`config.mk`:
```
export PLATFORM = sky130hd
export DESIGN_NAME = booth_signed_divider
export DESIGN_NICKNAME = d
export VERILOG_FILES = /design/src/rtl/booth_signed_divider.sv
export SDC_FILE = /design/constraint.sdc
export NUM_CORES = 1
export LEC_CHECK = 0
export CORE_MARGIN = 4
export CORE_UTILIZATION = 52
export DETAILED_ROUTE_END_ITERATION = 7
export MAX_ROUTING_LAYER = met4
export PLACE_DENSITY = 0.87
export SLEW_MARGIN = 20
export SYNTH_ARGS = -nofsm -noshare
export SYNTH_HDL_FRONTEND = slang
export SYNTH_SLANG_ARGS = --single-unit
```
`constraint.sdc`:
```
create_clock -name clk -period 5.57 [get_ports clk]
set_clock_uncertainty 0.15 [all_clocks]
set_input_delay 1.114 -clock clk [delete_from_list [all_inputs] [get_ports clk]]
set_output_delay 1.114 -clock clk [all_outputs]
set_load 0.01 [all_outputs]
```
`src/rtl/booth_signed_divider.sv`:
```
`default_nettype none
// ============================================================================
// Module   : booth_signed_divider
// Purpose  : Sequential signed divider. Radix-2 restoring division on operand
//            magnitudes, one quotient bit per clock, then a sign-correction
//            step. Shares the run/isValid handshake of the Booth multiplier.
// Revision : 1.0 - initial release
// ============================================================================
module booth_signed_divider #(
  parameter int WIDTH = 32,
  parameter int CNT_W = 6
) (
  input  logic             clk,
  input  logic             rst,
  input  logic [WIDTH-1:0] Dividend,
  input  logic [WIDTH-1:0] Divisor,
  input  logic             run,
  output logic             busy,
  output logic             isValid,
  output logic [WIDTH-1:0] quotient,
  output logic [WIDTH-1:0] remainder,
  output logic             divByZero
);

  localparam logic [CNT_W-1:0] C_LAST = CNT_W'(WIDTH - 1);

  typedef enum logic [1:0] {
    S_IDLE = 2'd0,
    S_CALC = 2'd1,
    S_FIX  = 2'd2,
    S_DONE = 2'd3
  } state_t;

  state_t             r_state, w_state_nxt;
  logic [CNT_W-1:0]   r_cnt,   w_cnt_nxt;
  logic [WIDTH:0]     r_p,     w_p_nxt;      // partial remainder
  logic [WIDTH-1:0]   r_q,     w_q_nxt;      // quotient magnitude / shifted dividend
  logic [WIDTH-1:0]   r_dvs,   w_dvs_nxt;    // divisor magnitude
  logic               r_sd,    w_sd_nxt;     // remainder sign (dividend sign)
  logic               r_sq,    w_sq_nxt;     // quotient sign
  logic               r_busy,  w_busy_nxt;
  logic               r_valid, w_valid_nxt;
  logic               r_dbz,   w_dbz_nxt;
  logic [WIDTH-1:0]   r_quot,  w_quot_nxt;
  logic [WIDTH-1:0]   r_rem,   w_rem_nxt;

  // Trial subtraction is done one bit wider than P so its sign bit tells
  // whether the shifted partial remainder was at least the divisor.
  logic [WIDTH+1:0]   w_trial;
  logic [WIDTH-1:0]   w_dvd_mag;
  logic [WIDTH-1:0]   w_dvs_mag;

  assign w_trial   = {r_p, r_q[WIDTH-1]} - {2'b00, r_dvs};
  // Negating the most negative value yields 2^(WIDTH-1) as an unsigned magnitude.
  assign w_dvd_mag = Dividend[WIDTH-1] ? (-Dividend) : Dividend;
  assign w_dvs_mag = Divisor[WIDTH-1]  ? (-Divisor)  : Divisor;

  assign busy      = r_busy;
  assign isValid   = r_valid;
  assign quotient  = r_quot;
  assign remainder = r_rem;
  assign divByZero = r_dbz;

  // State and datapath registers; async reset abandons any operation.
  always_ff @(posedge clk or posedge rst) begin
    if (rst) begin
      r_state <= S_IDLE;
      r_cnt   <= '0;
      r_p     <= '0;
      r_q     <= '0;
      r_dvs   <= '0;
      r_sd    <= 1'b0;
      r_sq    <= 1'b0;
      r_busy  <= 1'b0;
      r_valid <= 1'b0;
      r_dbz   <= 1'b0;
      r_quot  <= '0;
      r_rem   <= '0;
    end else begin
      r_state <= w_state_nxt;
      r_cnt   <= w_cnt_nxt;
      r_p     <= w_p_nxt;
      r_q     <= w_q_nxt;
      r_dvs   <= w_dvs_nxt;
      r_sd    <= w_sd_nxt;
      r_sq    <= w_sq_nxt;
      r_busy  <= w_busy_nxt;
      r_valid <= w_valid_nxt;
      r_dbz   <= w_dbz_nxt;
      r_quot  <= w_quot_nxt;
      r_rem   <= w_rem_nxt;
    end
  end

  // Next-state and next-output logic; everything holds unless a state acts.
  always_comb begin
    w_state_nxt = r_state;
    w_cnt_nxt   = r_cnt;
    w_p_nxt     = r_p;
    w_q_nxt     = r_q;
    w_dvs_nxt   = r_dvs;
    w_sd_nxt    = r_sd;
    w_sq_nxt    = r_sq;
    w_busy_nxt  = r_busy;
    w_valid_nxt = r_valid;
    w_dbz_nxt   = r_dbz;
    w_quot_nxt  = r_quot;
    w_rem_nxt   = r_rem;

    case (r_state)
      S_IDLE: begin
        if (run) begin
          w_sd_nxt  = Dividend[WIDTH-1];
          w_sq_nxt  = Dividend[WIDTH-1] ^ Divisor[WIDTH-1];
          w_q_nxt   = w_dvd_mag;
          w_p_nxt   = '0;
          w_dvs_nxt = w_dvs_mag;
          w_cnt_nxt = '0;
          if (Divisor == '0) begin
            w_quot_nxt  = '1;
            w_rem_nxt   = Dividend;
            w_dbz_nxt   = 1'b1;
            w_valid_nxt = 1'b1;
            w_busy_nxt  = 1'b0;
            w_state_nxt = S_DONE;
          end else begin
            w_busy_nxt  = 1'b1;
            w_state_nxt = S_CALC;
          end
        end
      end

      S_CALC: begin
        if (!w_trial[WIDTH+1]) begin
          w_p_nxt = w_trial[WIDTH:0];
          w_q_nxt = {r_q[WIDTH-2:0], 1'b1};
        end else begin
          w_p_nxt = {r_p[WIDTH-1:0], r_q[WIDTH-1]};
          w_q_nxt = {r_q[WIDTH-2:0], 1'b0};
        end
        w_cnt_nxt = r_cnt + CNT_W'(1);
        if (r_cnt == C_LAST) begin
          w_state_nxt = S_FIX;
        end
      end

      S_FIX: begin
        w_quot_nxt  = r_sq ? (-r_q) : r_q;
        w_rem_nxt   = r_sd ? (-r_p[WIDTH-1:0]) : r_p[WIDTH-1:0];
        w_valid_nxt = 1'b1;
        w_busy_nxt  = 1'b0;
        w_dbz_nxt   = 1'b0;
        w_state_nxt = S_DONE;
      end

      S_DONE: begin
        // A held run keeps the result; only a low run re-arms the block.
        if (!run) begin
          w_valid_nxt = 1'b0;
          w_dbz_nxt   = 1'b0;
          w_state_nxt = S_IDLE;
        end
      end

      default: begin
        w_state_nxt = S_IDLE;
      end
    endcase
  end

endmodule
`default_nettype wire

```
== Word-level counts from Yosys, hierarchy flattened ==
Cells that the tools add are included.
Storage, ports and cells
  input bits: 67
  output and inout port bits: 67
  bits in registers: 174
Cells by class
  reduce and logical (&&, ||, !) cells: 11
  bitwise logic cells: 1
  mux-type cells: 31
  equal/unequal tests: 8
  add/sub/neg operators: 6
Operators by type and width (count)
  $mux 32: 9
  $pmux 32 s2: 3
  $neg 32->32: 4
  $mux 33: 2
  $pmux 33 s2: 1
  $sub 34x32->34: 1
  $logic_not 32->1: 1
  $pmux 6 s2: 1
  $mux 2: 4
  $ne 2x2->1 const B: 4
  $pmux 2 s4: 1
  $add 6x1->6 const B: 1
  $eq 6x5->1 const B: 1
  $mux 1: 6
  $mux 6: 1
  $pmux 1 s3: 2
  $reduce_and 2->1: 3
  $reduce_and 3->1: 2
  $eq 2x2->1 const B: 2
  $reduce_and 4->1: 1
  $reduce_bool 2->1: 2
  $reduce_bool 3->1: 1
  $eq 2x1->1 const B: 1
  $logic_not 2->1: 1
  2 further kinds: 2

== Longest topological paths before layout ==
Gate-level depths: netlist (run 1).
  depth in word-level cells: 4
  depth in mapped cells: 14

== Worst setup path after synthesis (run 1) ==
Ideal clock, no wire load.
  path type: in2reg
  start point: in Dividend[12]
  end point: reg r_q[29]
  required time: 5.290 ns
  path buffers: 0
  cell stages on the path: 9
  data arrival time: 3.454 ns
  path slack: 1.836 ns
  cells stage by stage: or4_4 -> nor4b_4 -> nand3_2 -> or4_1 -> or3_1 -> o31ai_2 -> xnor2_1 -> mux2i_1 -> o21ai_1
On the way
  word-level cells in the longest chain between the ends: 4
Ends and longest elaborated chain
  start, declared: RTL line 15  | input logic [WIDTH-1:0] Dividend,
  $neg 32->32: RTL line 55  | assign w_dvd_mag = Dividend[WIDTH-1] ? (-Dividend) : Dividend;
  $mux 32: RTL line 55
  $mux 32: RTL line 112  | if (run) begin
  $pmux 32 s2: RTL line 110  | case (r_state)
  end signal, assigned: RTL line 83  | r_q <= w_q_nxt;
  end, declared: RTL line 37  | logic [WIDTH-1:0] r_q, w_q_nxt;
No other way between the ends. The select of a mux whose other input is x is not followed.
A chain may end at the register's enable or synchronous reset.

== Worst setup path in the final report (run 1) ==
  start point: in Divisor[12]
  end point: reg r_quot[15] (netlist: quotient[15])
On the way
  word-level cells in the longest chain between the ends: 3
Ends and longest elaborated chain
  start, declared: RTL line 16  | input logic [WIDTH-1:0] Divisor,
  $logic_not 32->1: RTL line 119  | if (Divisor == '0) begin
  $ne 2x2->1 (no source line)
  $reduce_and 3->1 (no source line)
  end signal, assigned: RTL line 90  | r_quot <= w_quot_nxt;
  end, declared: RTL line 44  | logic [WIDTH-1:0] r_quot, w_quot_nxt;
No other way between the ends.

==> results of run 1 <==
worst min path at each step:
stage,start,endpoint
final,r_dvs[23],r_dvs[23]
after global routing,r_dvs[4],r_dvs[4]
after CTS,r_dvs[23],r_dvs[23]
after detailed placement,r_dvs[23],r_dvs[23]
after global placement,r_dvs[19],r_dvs[19]
after floorplan,r_dvs[10],r_dvs[10]
cell type report:
type                       instances  area (µm²)
tap                              285         357
timing repair buffer             143        1410
multi-input combinational       1108        7050
sequential                       174        4350
fill                            1880        8570
inverter                          59         225
clock inverter                    12         149
clock buffer                      20         457
registers in the layout (all words and copies together), names as in the netlist, 2 cells and up:
register,flops
remainder,32
r_dvs,32
r_p,33
r_state,2
quotient,32
r_q,32
r_cnt,6
power groups by stage:
stage          combinational (mW)  clock (mW)  sequential (mW)
6_report                     5.50        1.23             2.50
5_1_grt                      6.10        1.30             2.58
4_1_cts                      5.48        1.24             2.49
3_5_place_dp                 5.42           0             2.50
3_3_place_gp                 5.24           0             2.46
2_1_floorplan                3.99           0             2.37
per-stage QoR:
stage          total power, mW  hold WS (ns)  cells
2_1_floorplan             6.36         0.300   1421
3_3_place_gp              7.70         0.311   1769
3_5_place_dp              7.93         0.321   1769
4_1_cts                   9.21         0.336   1801
5_1_grt                   9.98         0.350   1801
6_report                  9.23         0.328   1801
kinds of logic (layout without fill, tap and decap cells):
| kind of cell | count (synthesis) | count (layout) | share of synthesized area |
|---|---|---|---|
| DFF | 174 | 174 | 0.366 |
| muxes | 45 | 45 | 0.0380 |
| adders and majority gates | 42 | 42 | 0.0448 |
| xor gates and xnor gates | 151 | 151 | 0.111 |
| and+or+nand+nor | 428 | 428 | 0.170 |
| buffers and inverters | 139 | 234 | 0.0453 |
| AOI/OAI and AO/OA | 442 | 442 | 0.225 |
cells in the mapped netlist, types with 34 or more instances:
cell type / n
sky130_fd_sc_hd__nand2_1: 210
sky130_fd_sc_hd__o21ai_0: 194
sky130_fd_sc_hd__dfrtp_1: 174
sky130_fd_sc_hd__xor2_1: 110
sky130_fd_sc_hd__nor2_1: 94
sky130_fd_sc_hd__a21oi_1: 72
sky130_fd_sc_hd__clkbuf_1: 63
sky130_fd_sc_hd__inv_1: 58
sky130_fd_sc_hd__mux2i_1: 44
sky130_fd_sc_hd__ha_1: 41
sky130_fd_sc_hd__xnor2_1: 41
sky130_fd_sc_hd__a31oi_1: 37
sky130_fd_sc_hd__o31ai_1: 34
per-layer routing:
layer / part of all wire / wire length, µm / global-route usage
met3: 0.066 / 2040 / 0.0365
met5: 0 / 0 / -
met1: 0.43 / 13200 / 0.315
met4: 0.023 / 701 / 0.0706
met2: 0.48 / 14700 / 0.400
worst max-delay path, delay by kind of cell:
family,cells,cell delay (ns)
and+or+nand+nor,6,2.21
buffers and inverters,2,0.94
AOI/OAI and AO/OA,2,0.41
placed cells by master (no fill, tap or decap), types with 34 or more instances in the layout:
| cell | instances |
|---|---|
| sky130_fd_sc_hd__inv_1 | 57 |
| sky130_fd_sc_hd__clkdlybuf4s50_1 | 132 |
| sky130_fd_sc_hd__a21oi_1 | 70 |
| sky130_fd_sc_hd__xnor2_1 | 41 |
| sky130_fd_sc_hd__nor2_1 | 94 |
| sky130_fd_sc_hd__xor2_1 | 109 |
| sky130_fd_sc_hd__o21ai_0 | 194 |
| sky130_fd_sc_hd__ha_1 | 39 |
| sky130_fd_sc_hd__a31oi_1 | 37 |
| sky130_fd_sc_hd__o31ai_1 | 34 |
| sky130_fd_sc_hd__mux2i_1 | 44 |
| sky130_fd_sc_hd__dfrtp_1 | 174 |
| sky130_fd_sc_hd__nand2_1 | 209 |
==> results.toml, run 1 <==
[final_layout]
design.final.nets = 1612
flow.area_growth_from_synthesis_pct = 17.8
antenna-diode-count = 0
layout-drive-gt1-share = 0.0521
design_area_final_um2 = 14000
fin_util = 0.620

[pwr]
combinationalPowerShare = 0.595
switching_share = 0.467
p_per_area_nw_per_um2 = 659
power.switching_mw = 4.31
clock_power_share = 0.133
ir_drop_v = 0.000403
pwr-share-seq = 0.271
leakage_nw = 5.93
p_int_mw = 4.92

[worst_setup_path]
setup.worst_path.start = "Divisor[12]"
worst_setup_path_end_kind = "flip-flop"
cp_slowest_stage_delay_ns = 0.61
regToRegSetupSlack_ns = 1.49
arrival_ns = 4.72
timing.reg2reg.worst_path_depth = 13
critical_path.cell_chain = "clkdlybuf4s50_1 -> or4_1 -> or3_1 -> nor4_2 -> nand3_1 -> nor4_4 -> a21o_2 -> buf_4 -> nor2_1 -> a31oi_1"
worst_r2r_startpoint = "r_q[31]"
cpMaxStageDelayCell = "sky130_fd_sc_hd__or4_1"
crit_fanout = 64
critPathCapture = "quotient[15]"
rr_endpoint = "r_p[32]"
critPathRequiredTime_ns = 5.76
crit_path_start_kind = "input port"
worstSetupPathType = "input port to flip-flop"

[logic_synthesis]
synth_ff_type = "sky130_fd_sc_hd__dfrtp_1"
synth-warning-count = 0
synth.top_cells.by_area = "sky130_fd_sc_hd__dfrtp_1, sky130_fd_sc_hd__o21ai_0, sky130_fd_sc_hd__xor2_1"
synth_cells = 1421
yosys.area.top_type_share = 0.366
ys_seq_area_frac = 0.366
synthesis.nets = 1530
synth_async_reset_ratio = 1.00
syn-mean-instance-area_um2 = 8.36
synth_cell_area_um2 = 11900
synth.largest_area_cell = "sky130_fd_sc_hd__dfrtp_1"
synth_cell_type_count = 69
synth_enable_flop_cells = 0
ys_ff_latch = 174

[sta]
finalSetupViolCount = 0
max_slew_margin_vs_limit = 0.325
achievable-frequency_ghz = 0.221
fin_crit_sh = 0.814
transition_at_the_pin_with_the_smallest_max_transition_slack_ns = 1.01
finalHoldViolCount = 0
post-route-worst-setup-slack_ns = 1.04
timing.setup.tns_ns = 0
timing_max_transition_violations_final = 0
rsz0062_at_grt = "false"
min_period_ns = 4.53

[placed_design]
gp_congestion = 0.924
placedInstanceArea_um2 = 13400
hpwlAfterDp_um = 22200
detailedPlace.worstSlack_ns = 0.618
buffer_ports.inserted = 133

[routing]
detail_route.vias_per_cell = 5.92
routed_wire_length_per_instance_um = 17.0
drc = 0
total_vias_in_the_final_route = 10700
wl_um = 30700
drt-pass1-iter-count = 6
ant_nets = 0
drt-initial-drc-count = 891

[clock_tree]
cts_tree = "built"
cts_max_level = 4
postCtsResizedCells = 0
ctsHoldBuffers = 0
tritoncts.num_buffers = 17
clock-root-buffer = "sky130_fd_sc_hd__clkbuf_16"
worst_skew_pair.late_latency_ns = 0.43
clk_pin_slew_ns = 0.07
clock_tree.buffer_depth = 2
cts_post_setup_buffers_inserted = 0
cts_sink_count = 174

[hold_path]
hold-path-cell-count = 2
worstHoldPathType = "flip-flop to flip-flop"

[die]
placeableCoreArea_um2 = 22600
floorplan.die.height_um = 159
row_count = 55
floorplan.io_pins = 134
die-width_um = 159
initial_utilization = 0.527
fp.dieArea_um2 = 25300

[global_routing]
grt_use_total = 0.243
grt-ovfl-total = 0
grt_pass1_wl_um = 50600
grt_max_degree = 175
grt_pass1_vias = 10200
grt_antenna_before_repair = 0

[status]
run_status = "complete, no violations"

[job]
maxCapViolations = 0
Power figures use the tool's default switching activity.
==> inputs of run 2 (changes only) <==
Clock period 5.57 ns to 4 ns, I/O delays scaled along.
==> run 2 against run 1 <==
  * Power rose by 41%
  * Largest cell class unchanged
  * Hold slack improved by 0.0021 ns
  * Combinational power rose by 44%
  * Final cell count rose by 1.8%
==> results.toml, run 2 (synthesis gave the netlist of run 1 again) <==
[sta]
transition_at_the_pin_with_the_smallest_max_transition_slack_ns = 1.10
finalHoldViolCount = 0
fin_crit_sh = 0.927
timing.setup.tns_ns = 0
timing_max_transition_violations_final = 0
achievable-frequency_ghz = 0.270
hold_ws_ns = 0.330
finalSetupViolCount = 0
max_slew_margin_vs_limit = 0.265
rsz0062_at_grt = "false"
min_period_ns = 3.71

[hold_path]
hold-path-cell-count = 2
worstHoldPathType = "flip-flop to flip-flop"
hold_path_startpoint = "remainder[10]"
min_delay_worst_endpoint = "remainder[10]"

[clock_tree]
clock-root-buffer = "sky130_fd_sc_hd__clkbuf_16"
ctsHoldBuffers = 0
postCtsResizedCells = 0
clk_pin_slew_ns = 0.07
cts_sink_count = 174
worst_skew_pair.late_latency_ns = 0.44
tritoncts.num_buffers = 17
cts_post_setup_buffers_inserted = 0
cts_tree = "built"
clock_tree.buffer_depth = 2
cts_max_level = 4

[routing]
ant_nets = 0
drt-initial-drc-count = 897
drc = 0
wl_um = 30900
routed_wire_length_per_instance_um = 16.9
total_vias_in_the_final_route = 10800
drt-pass1-iter-count = 5
detail_route.vias_per_cell = 5.91

[die]
row_count = 55
die-width_um = 159
initial_utilization = 0.527
fp.dieArea_um2 = 25300
placeableCoreArea_um2 = 22600
floorplan.io_pins = 134
floorplan.die.height_um = 159

[pwr]
leakage_nw = 6.09
ir_drop_v = 0.000480
p_per_area_nw_per_um2 = 913
p_total_mw = 13.0

[worst_setup_path]
critPathRequiredTime_ns = 4.13
rr_endpoint = "r_p[24]"
crit_fanout = 3
worstSetupPathType = "input port to flip-flop"
worst_setup_path_end_kind = "flip-flop"
worst_r2r_startpoint = "r_p[16]"
arrival_ns = 3.84
crit_path_start_kind = "input port"
timing.reg2reg.worst_path_depth = 12
regToRegSetupSlack_ns = 0.34

[global_routing]
grt_pass1_wl_um = 50400
grt_antenna_before_repair = 0
grt-ovfl-total = 0
grt_pass1_vias = 10300
grt_use_total = 0.244
grt_max_degree = 89

[placed_design]
buffer_ports.inserted = 133
placedInstanceArea_um2 = 13700
placed_cells = 1801
gp_congestion = 0.901
hpwlAfterDp_um = 23200

[final_layout]
finish.cell_count_without_fillers = 1833
antenna-diode-count = 0
layout-drive-gt1-share = 0.0704
registers.top_by_ff_count = "r_p"
design.final.nets = 1644
layout_commonest_cell = "sky130_fd_sc_hd__nand2_1"
design_area_final_um2 = 14300
layout_common_cells = "sky130_fd_sc_hd__nand2_1, sky130_fd_sc_hd__o21ai_0, sky130_fd_sc_hd__dfrtp_1"
number_of_flip_flops_in_the_largest_register = 33
flow.area_growth_from_synthesis_pct = 20.2

[job]
maxCapViolations = 0

[status]
run_status = "complete, no violations"
-- run 2: changes by cell type in the layout (fill, tap and decap cells not counted) --
cell,previous run,this run
sky130_fd_sc_hd__buf_12,1,5
sky130_fd_sc_hd__buf_2,1,0
sky130_fd_sc_hd__buf_4,9,37
sky130_fd_sc_hd__clkbuf_8,2,1
sky130_fd_sc_hd__clkdlybuf4s50_1,132,133
sky130_fd_sc_hd__clkinv_4,3,4
sky130_fd_sc_hd__clkinvlp_4,1,2
sky130_fd_sc_hd__inv_8,2,1
sky130_fd_sc_hd__o21ai_1,6,7
sky130_fd_sc_hd__o21ai_2,1,0
-- run 2: cell type report --
type | instances | area (µm²)
fillers | 1876 | 8290
inverters | 59 | 225
clock buffers | 19 | 443
repair buffers | 175 | 1710
well taps | 285 | 357
clock inverters | 13 | 154
multi-input cells | 1108 | 7040
flip-flops and latches | 174 | 4350
-- run 2: worst max path at each step --
| stage | startpoint | to | slack (ns) | cells after the start |
|---|---|---|---|---|
| detailed placement | Dividend[12] | r_q[29] | -0.13 | 10 |
| global route | Dividend[12] | r_q[29] | 0.17 | 10 |
| floorplan | Dividend[12] | r_q[29] | 0.58 | 9 |
| CTS | Dividend[12] | r_q[29] | 0.30 | 10 |
| global placement | Dividend[12] | r_q[29] | -0.08 | 10 |
| finish | Dividend[12] | r_q[29] | 0.29 | 10 |
-- run 2: power by group --
group          switching [mW]  internal (mW)  total, mW
logic                    4.41           3.49       7.90
clock network           0.761          0.952       1.71
registers               0.866           2.57       3.43
-- run 2: per-layer routing --
layer | part of all wire | GRT usage
met5 | 0 | -
met4 | 0.028 | 0.0824
met3 | 0.051 | 0.0342
met2 | 0.48 | 0.401
met1 | 0.44 | 0.313
-- run 2: critical path, cell delays in order --
cell,delay [ns]
sky130_fd_sc_hd__clkdlybuf4s50_1,0.43
sky130_fd_sc_hd__or4_4,0.56
sky130_fd_sc_hd__nor4b_4,0.37
sky130_fd_sc_hd__nand3_2,0.15
sky130_fd_sc_hd__or4_1,0.55
sky130_fd_sc_hd__or3_1,0.43
sky130_fd_sc_hd__o31ai_2,0.24
sky130_fd_sc_hd__xnor2_1,0.09
sky130_fd_sc_hd__mux2i_1,0.15
sky130_fd_sc_hd__o21ai_1,0.07
-- run 2: through the flow --
stage                     worst slack (ns)   util
after floorplan                      0.580      -
after global placement             -0.0760  0.606
after detailed placement            -0.128  0.606
after CTS                            0.304  0.633
after global routing                 0.167  0.633
final                                0.293  0.633
